<file path="src/rtl/cache_mem_arbiter_if.sv">
// cache_mem_arbiter_if
// Word-wide backing-memory bus shared by the I-cache and D-cache line paths.
//   mem_req   : beat request from the arbiter
//   mem_we    : 1 = write beat
//   mem_addr  : byte address of the 32-bit word being transferred
//   mem_wdata : write data
//   mem_rdata : read data, valid while mem_ack is high
//   mem_ack   : beat accepted/completed this cycle
// Modports: master = arbiter side, slave = memory side.
interface cache_mem_arbiter_if #(
  parameter int ADDR_W = 32
) ();
  logic              mem_req;
  logic              mem_we;
  logic [ADDR_W-1:0] mem_addr;
  logic [31:0]       mem_wdata;
  logic [31:0]       mem_rdata;
  logic              mem_ack;

  modport master (
    output mem_req, mem_we, mem_addr, mem_wdata,
    input  mem_rdata, mem_ack
  );

  modport slave (
    input  mem_req, mem_we, mem_addr, mem_wdata,
    output mem_rdata, mem_ack
  );
endinterface

</file>
<file path="src/rtl/cache_mem_arbiter.sv">
// cache_mem_arbiter
// Shares one 32-bit memory port between the I-cache and D-cache line
// transfers. A whole-line refill or writeback is granted to one client at a
// time (round-robin on ties) and split into LINE_WORDS sequential beats,
// lowest word first.
//   clk, rst            : clock, synchronous active-high reset
//   i_req/i_we/i_addr   : I-side line request, direction, line address
//   i_wline / i_rline   : I-side writeback line in / refilled line out
//   i_done              : one-cycle I-side completion pulse
//   d_*                 : same for the D side
//   mem                 : memory bus (master modport)
//   busy                : transfer in progress (BEAT or DONE)
//   grant               : current/last owner, 0 = I, 1 = D
module cache_mem_arbiter #(
  parameter int LINE_WORDS = 4,
  parameter int ADDR_W     = 32
) (
  input  logic                       clk,
  input  logic                       rst,
  input  logic                       i_req,
  input  logic                       i_we,
  input  logic [ADDR_W-1:0]          i_addr,
  input  logic [LINE_WORDS*32-1:0]   i_wline,
  output logic [LINE_WORDS*32-1:0]   i_rline,
  output logic                       i_done,
  input  logic                       d_req,
  input  logic                       d_we,
  input  logic [ADDR_W-1:0]          d_addr,
  input  logic [LINE_WORDS*32-1:0]   d_wline,
  output logic [LINE_WORDS*32-1:0]   d_rline,
  output logic                       d_done,
  cache_mem_arbiter_if.master        mem,
  output logic                       busy,
  output logic                       grant
);

  localparam int LINE_W = LINE_WORDS * 32;
  localparam int BEAT_W = (LINE_WORDS > 1) ? $clog2(LINE_WORDS) : 1;
  localparam logic [ADDR_W-1:0] ALIGN_MASK = ~ADDR_W'((LINE_WORDS * 4) - 1);
  localparam logic [BEAT_W-1:0] LAST_BEAT  = BEAT_W'(LINE_WORDS - 1);

  typedef enum logic [1:0] {
    ST_IDLE = 2'd0,
    ST_BEAT = 2'd1,
    ST_DONE = 2'd2
  } state_e;

  state_e              state_q, state_d;
  // grant_q doubles as the round-robin "last granted" pointer
  logic                grant_q, grant_d;
  logic [BEAT_W-1:0]   beat_q, beat_d;
  logic                we_q, we_d;
  logic [ADDR_W-1:0]   base_q, base_d;
  logic [LINE_W-1:0]   wline_q, wline_d;
  logic [LINE_W-1:0]   i_rline_q, i_rline_d;
  logic [LINE_W-1:0]   d_rline_q, d_rline_d;
  logic                mem_req_q, mem_req_d;
  logic                mem_we_q, mem_we_d;
  logic [ADDR_W-1:0]   mem_addr_q, mem_addr_d;
  logic [31:0]         mem_wdata_q, mem_wdata_d;
  logic                i_done_q, i_done_d;
  logic                d_done_q, d_done_d;
  logic                busy_q, busy_d;

  // Next-state, latch and output computation
  always_comb begin
    state_d   = state_q;
    grant_d   = grant_q;
    beat_d    = beat_q;
    we_d      = we_q;
    base_d    = base_q;
    wline_d   = wline_q;
    i_rline_d = i_rline_q;
    d_rline_d = d_rline_q;

    case (state_q)
      ST_IDLE: begin
        if (i_req || d_req) begin
          // On a tie the client that did not win last time goes next
          if (i_req && d_req) begin
            grant_d = ~grant_q;
          end else begin
            grant_d = d_req;
          end
          if (grant_d) begin
            we_d    = d_we;
            base_d  = d_addr & ALIGN_MASK;
            wline_d = d_wline;
          end else begin
            we_d    = i_we;
            base_d  = i_addr & ALIGN_MASK;
            wline_d = i_wline;
          end
          beat_d  = {BEAT_W{1'b0}};
          state_d = ST_BEAT;
        end else begin
          state_d = ST_IDLE;
        end
      end
      ST_BEAT: begin
        if (mem.mem_ack) begin
          if (!we_q) begin
            if (grant_q) begin
              d_rline_d[{beat_q, 5'b00000} +: 32] = mem.mem_rdata;
            end else begin
              i_rline_d[{beat_q, 5'b00000} +: 32] = mem.mem_rdata;
            end
          end else begin
            i_rline_d = i_rline_q;
          end
          beat_d = beat_q + BEAT_W'(1);
          if (beat_q == LAST_BEAT) begin
            state_d = ST_DONE;
          end else begin
            state_d = ST_BEAT;
          end
        end else begin
          state_d = ST_BEAT;
        end
      end
      ST_DONE: begin
        state_d = ST_IDLE;
      end
      default: begin
        state_d = ST_IDLE;
      end
    endcase

    // Outputs are registered, so they are derived from the next state
    mem_req_d = (state_d == ST_BEAT);
    if (mem_req_d) begin
      mem_we_d    = we_d;
      mem_addr_d  = base_d + ADDR_W'({beat_d, 2'b00});
      mem_wdata_d = wline_d[{beat_d, 5'b00000} +: 32];
    end else begin
      mem_we_d    = 1'b0;
      mem_addr_d  = {ADDR_W{1'b0}};
      mem_wdata_d = 32'h0000_0000;
    end
    i_done_d = (state_d == ST_DONE) && !grant_d;
    d_done_d = (state_d == ST_DONE) && grant_d;
    busy_d   = (state_d != ST_IDLE);
  end

  // State and output registers with synchronous reset
  always_ff @(posedge clk) begin
    if (rst) begin
      state_q     <= ST_IDLE;
      grant_q     <= 1'b0;
      beat_q      <= {BEAT_W{1'b0}};
      we_q        <= 1'b0;
      base_q      <= {ADDR_W{1'b0}};
      wline_q     <= {LINE_W{1'b0}};
      i_rline_q   <= {LINE_W{1'b0}};
      d_rline_q   <= {LINE_W{1'b0}};
      mem_req_q   <= 1'b0;
      mem_we_q    <= 1'b0;
      mem_addr_q  <= {ADDR_W{1'b0}};
      mem_wdata_q <= 32'h0000_0000;
      i_done_q    <= 1'b0;
      d_done_q    <= 1'b0;
      busy_q      <= 1'b0;
    end else begin
      state_q     <= state_d;
      grant_q     <= grant_d;
      beat_q      <= beat_d;
      we_q        <= we_d;
      base_q      <= base_d;
      wline_q     <= wline_d;
      i_rline_q   <= i_rline_d;
      d_rline_q   <= d_rline_d;
      mem_req_q   <= mem_req_d;
      mem_we_q    <= mem_we_d;
      mem_addr_q  <= mem_addr_d;
      mem_wdata_q <= mem_wdata_d;
      i_done_q    <= i_done_d;
      d_done_q    <= d_done_d;
      busy_q      <= busy_d;
    end
  end

  assign mem.mem_req   = mem_req_q;
  assign mem.mem_we    = mem_we_q;
  assign mem.mem_addr  = mem_addr_q;
  assign mem.mem_wdata = mem_wdata_q;
  assign i_rline       = i_rline_q;
  assign d_rline       = d_rline_q;
  assign i_done        = i_done_q;
  assign d_done        = d_done_q;
  assign busy          = busy_q;
  assign grant         = grant_q;

endmodule

</file>
<file path="src/flat_wrapper.sv">
// flat-port wrapper written by rule: the top's interface ports become plain ports
module cache_mem_arbiter_flat 
#(
  parameter int LINE_WORDS = 4,
  parameter int ADDR_W     = 32
)
  (clk, rst, i_req, i_we, i_addr, i_wline, i_rline, i_done, d_req, d_we, d_addr, d_wline, d_rline, d_done, busy, grant, mem_mem_req, mem_mem_we, mem_mem_addr, mem_mem_wdata, mem_mem_rdata, mem_mem_ack);
  cache_mem_arbiter_if #(.ADDR_W(ADDR_W)) mem_i ();
  input  logic clk;
  input  logic rst;
  input  logic i_req;
  input  logic i_we;
  input  logic [ADDR_W-1:0] i_addr;
  input  logic [LINE_WORDS*32-1:0] i_wline;
  output logic [LINE_WORDS*32-1:0] i_rline;
  output logic i_done;
  input  logic d_req;
  input  logic d_we;
  input  logic [ADDR_W-1:0] d_addr;
  input  logic [LINE_WORDS*32-1:0] d_wline;
  output logic [LINE_WORDS*32-1:0] d_rline;
  output logic d_done;
  output logic busy;
  output logic grant;
  output wire logic [$bits(mem_i.mem_req)-1:0] mem_mem_req;
  output wire logic [$bits(mem_i.mem_we)-1:0] mem_mem_we;
  output wire logic [$bits(mem_i.mem_addr)-1:0] mem_mem_addr;
  output wire logic [$bits(mem_i.mem_wdata)-1:0] mem_mem_wdata;
  input wire logic [$bits(mem_i.mem_rdata)-1:0] mem_mem_rdata;
  input wire logic [$bits(mem_i.mem_ack)-1:0] mem_mem_ack;
  assign mem_mem_req = mem_i.mem_req;
  assign mem_mem_we = mem_i.mem_we;
  assign mem_mem_addr = mem_i.mem_addr;
  assign mem_mem_wdata = mem_i.mem_wdata;
  assign mem_i.mem_rdata = mem_mem_rdata;
  assign mem_i.mem_ack = mem_mem_ack;
  cache_mem_arbiter #(.LINE_WORDS(LINE_WORDS), .ADDR_W(ADDR_W)) u_core (.clk(clk), .rst(rst), .i_req(i_req), .i_we(i_we), .i_addr(i_addr), .i_wline(i_wline), .i_rline(i_rline), .i_done(i_done), .d_req(d_req), .d_we(d_we), .d_addr(d_addr), .d_wline(d_wline), .d_rline(d_rline), .d_done(d_done), .mem(mem_i), .busy(busy), .grant(grant));
endmodule
</file>
<file path="config.mk">
export PLATFORM = sky130hd
export DESIGN_NAME = cache_mem_arbiter_flat
export DESIGN_NICKNAME = d
export VERILOG_FILES = /design/src/rtl/cache_mem_arbiter_if.sv /design/src/rtl/cache_mem_arbiter.sv /design/src/flat_wrapper.sv
export SDC_FILE = /design/constraint.sdc
export NUM_CORES = 1
export LEC_CHECK = 0
export BUFFER_PORTS_ARGS = -buffer_cell sky130_fd_sc_hd__buf_2
export CORE_AREA = 2 2 269 271
export CTS_CLUSTER_DIAMETER = 150
export DETAILED_ROUTE_END_ITERATION = 8
export DIE_AREA = 0 0 271 273
export GPL_ROUTABILITY_DRIVEN = 0
export PLACE_DENSITY_LB_ADDON = 0.2
export SKIP_CTS_REPAIR_TIMING = 1
export SYNTH_ARGS = -nofsm -noshare
export SYNTH_HDL_FRONTEND = slang
export SYNTH_SLANG_ARGS = --single-unit
</file>
<file path="constraint.sdc">
create_clock -name clk -period 4.66 [get_ports clk]
set_input_delay 0.699 -clock clk [delete_from_list [all_inputs] [get_ports clk]]
set_output_delay 0.699 -clock clk [all_outputs]
set_load 0.01 [all_outputs]
</file>
==> out/metrics.yaml <==
h-tree-depth: 2
ir_drop_v: 0.000386
path_delay_family: "simple AND/OR/NAND/NOR gates"
yosys.area_share.simple_pct: 22.6
power_density_mw_per_mm2: 403
clock_sinks: 491
r2r_end: "u_core.i_rline[30]"
wl_met3_um: 6140
insertion_delay_ns: 0.64
rsz0062_at_grt: "no"
synth-xor-area-share_pct: 0.710
root_buffer: "clkbuf_16"
grt_pass1_wl_um: 121000
via_count: 19500
wl_per_cell_um: 20.6
clkSlewWorstSetupHoldPaths_ns: 0.06
grt-ovfl-total: 0
synth_top_area_share_pct: 49.8
synth_nets: 2842
yosys_warnings: 0
period_minus_slack_ns: 3.30
top_layer_used: "met5"
drcViolationCount: 0
design.die.area_mm2: 0.0740
cp_cell_sequence: "nand3b_1, nor3_1, nand2_1, buf_4, a22oi_1, nor2_1"
ioPinCount: 685
antenna_found_initial: 13
grt_pass1_vias: 18600
final_design_area_no_fill_mm2: 0.0257
critPathKind: "register to register"
worst_setup_path_start_kind: "register"
clock_skew_ns: 0.0437
relSlewSlack_pct: 13.0
syn_inst: 2476
die_x_um: 271
fp.dieH_um: 273
route.met2.wl_um: 38600
m1WireLength_um: 35000
required_ns: 5.11
nFillCells: 7502
tritoncts: "yes"
timing.critical_path.buf_inv: 1
hp-class: "input port to register"
pwr-share-comb_pct: 12.5
holdPathEnd: "u_core.base_q[9]"
intPower_uw: 7630
slowest_delay_ns: 1.05
cp.arrival_ns: 3.75
synth_cell_types: 56
wl_um: 82500
syn_area_per_cell_um2: 7.97
synth_top_family_by_area: "simple AND/OR/NAND/NOR gates"
worst_pin_slew_ns: 1.30
max_freq_ghz: 0.303
tns_ns: 0
r2r_slack_ns: 1.36
final_nets: 3378
area_growth_pct: 30.3
swShare_pct: 26.3
dr.pass1.iters: 6
cts_buffer_depth: 3
core_area_mm2: 0.0710
ys_seq_area_share_pct: 49.8
synth_top_area_cell: "dfxtp_1"
cts_inserted_buffers: 56
dpl_cell_area_mm2: 0.0237
timing.max_cap.violations: 0
status: "finished, final reports clean"
synth_adder_area_share_pct: 0.482
grt_usage_pct: 21.3
netSwitchingPower_uw: 2720
critPathSlowestCell: "nand2_1"
sequentialPowerShare_pct: 42.8
grt_max_degree: 215
start_util_pct: 27.8
ys_ff_latch: 491
synth_compound_area_share_pct: 17.3
end_kind: "register"
port_buffers: 676
synth_edf_count: 0
power.clock.fraction_pct: 44.7
drt_iter0_drc: 1474
rows: 98
crit_fanout: 23
final-hold-violation-count: 0
layout_common_cells: "buf_2, nand2_1, dfxtp_1"
synthMuxAreaShare_pct: 3.81
setup_violations: 0
syn_area_mm2: 0.0197
ant_nets: 0
final_common_cell: "buf_2"
report.final.slew_viol_count: 0
hold_path_depth: 3
min_from: "i_addr[9]"
final_layout_size_suffix_gt1_share_pct: 28.5
routed_via_density: 4.86
timing.rr.start: "u_core.state_q[1]"
finalCritPeriodShare_pct: 70.7
finalPower_uw: 10400
p_leak_uw: 0.0111
r2r_cells: 6
hpwl_um: 56800
synthTopCellsByArea: "dfxtp_1, a21oi_1, nand2_1"
synth_ff_type: "dfxtp_1"
ys_async_sr_fraction_pct: 0
layout make-up:
type	count	area [um2]	area share [%]
Sequential cell	491	9830	38.2
Tap cell	950	1190	4.62
Inverter	7	26.3	0.102
Clock inverter	23	354	1.38
Antenna cell	5	12.5	0.0487
Clock buffer	78	1590	6.20
Timing Repair Buffer	720	3790	14.7
Multi-Input combinational cell	1736	8920	34.7
state kept, by name, summed over array words and instances (netlist names):
register / cells
u_core.mem.mem_we: 1
u_core.mem.mem_req: 1
u_core.i_rline: 128
u_core.state_q: 2
u_core.d_rline: 128
u_core.i_done: 1
u_core.we_q: 1
u_core.mem.mem_wdata: 32
u_core.busy: 1
u_core.d_done: 1
u_core.grant: 1
u_core.beat_q: 2
u_core.wline_q: 128
u_core.base_q: 32
u_core.mem.mem_addr: 32
cell families (layout without fill, tap and decap cells):
family	Yosys count	after routing
fa+ha+maj	7	7
xor+xnor	16	16
other cells	0	5
flops	491	491
compound gates	613	613
mux	35	35
buf+inv	249	828
simple gates	1065	1065
synth_stat cells, types with 3 or more instances:
cell type / instances
inv_1: 7
xnor2_1: 11
clkbuf_1: 176
ha_1: 6
and2_1: 6
o2bb2ai_1: 8
a21oi_1: 486
buf_1: 3
clkbuf_2: 31
a211oi_1: 9
nor2b_1: 12
a31oi_2: 3
mux4_2: 32
buf_4: 7
nand4_1: 6
nand3b_1: 3
nor3b_1: 3
o21ai_0: 8
buf_2: 24
dfxtp_1: 491
and3_1: 4
nor2_1: 280
and2_0: 6
xor2_1: 5
a31oi_1: 8
or3_1: 5
a22oi_1: 64
nand3_1: 209
a31o_2: 7
nor3_1: 9
nand2_1: 510
a21o_1: 9
tightest hold or removal path, cell delays in order:
cell and delay (ns):
buf_2 0.12, nand2_1 0.06, a311oi_1 0.08
worst max-delay path by stage:
stage                            from                 endpoint  slack, ns  cells past startpoint
floorplan                       d_req  u_core.mem.mem_addr[28]       0.96                     15
global placement          mem_mem_ack       u_core.i_rline[28]       1.06                      7
detailed placement        mem_mem_ack       u_core.i_rline[28]       1.02                      7
CTS                  u_core.beat_q[0]   u_core.mem.mem_addr[9]       1.34                     10
global route        u_core.state_q[1]       u_core.i_rline[31]       1.17                      6
finish              u_core.state_q[1]       u_core.i_rline[30]       1.36                      6
power groups by stage:
| stage | clock, uW | combinational [uW] | sequential, uW |
|---|---|---|---|
| final | 4630 | 1290 | 4430 |
| after global routing | 4920 | 1430 | 4450 |
| after CTS | 4740 | 1310 | 4430 |
| after detailed placement | 0 | 1300 | 4520 |
| after global placement | 0 | 1300 | 4520 |
| after floorplan | 0 | 762 | 4550 |
metal layers:
| layer | vias up | track usage [%] |
|---|---|---|
| met3 | 141 | 5.46 |
| li1 | 9427 | - |
| met1 | 9210 | 27.1 |
| met5 | - | 0 |
| met2 | 688 | 34.7 |
| met4 | 16 | 7.66 |
through the flow:
step | std cells | hold WS (ns) | setup WS (ns) | utilization, %
3_5_place_dp | 3904 | 0.432 | 1.02 | 33.4
5_1_grt | 4009 | 0.390 | 1.17 | 36.2
2_1_floorplan | 2476 | 0.419 | 0.963 | -
4_1_cts | 4005 | 0.358 | 1.34 | 36.2
6_report | 4010 | 0.404 | 1.36 | 36.2
3_3_place_gp | 3904 | 0.431 | 1.06 | 33.4
Power figures use the tool's default switching activity.
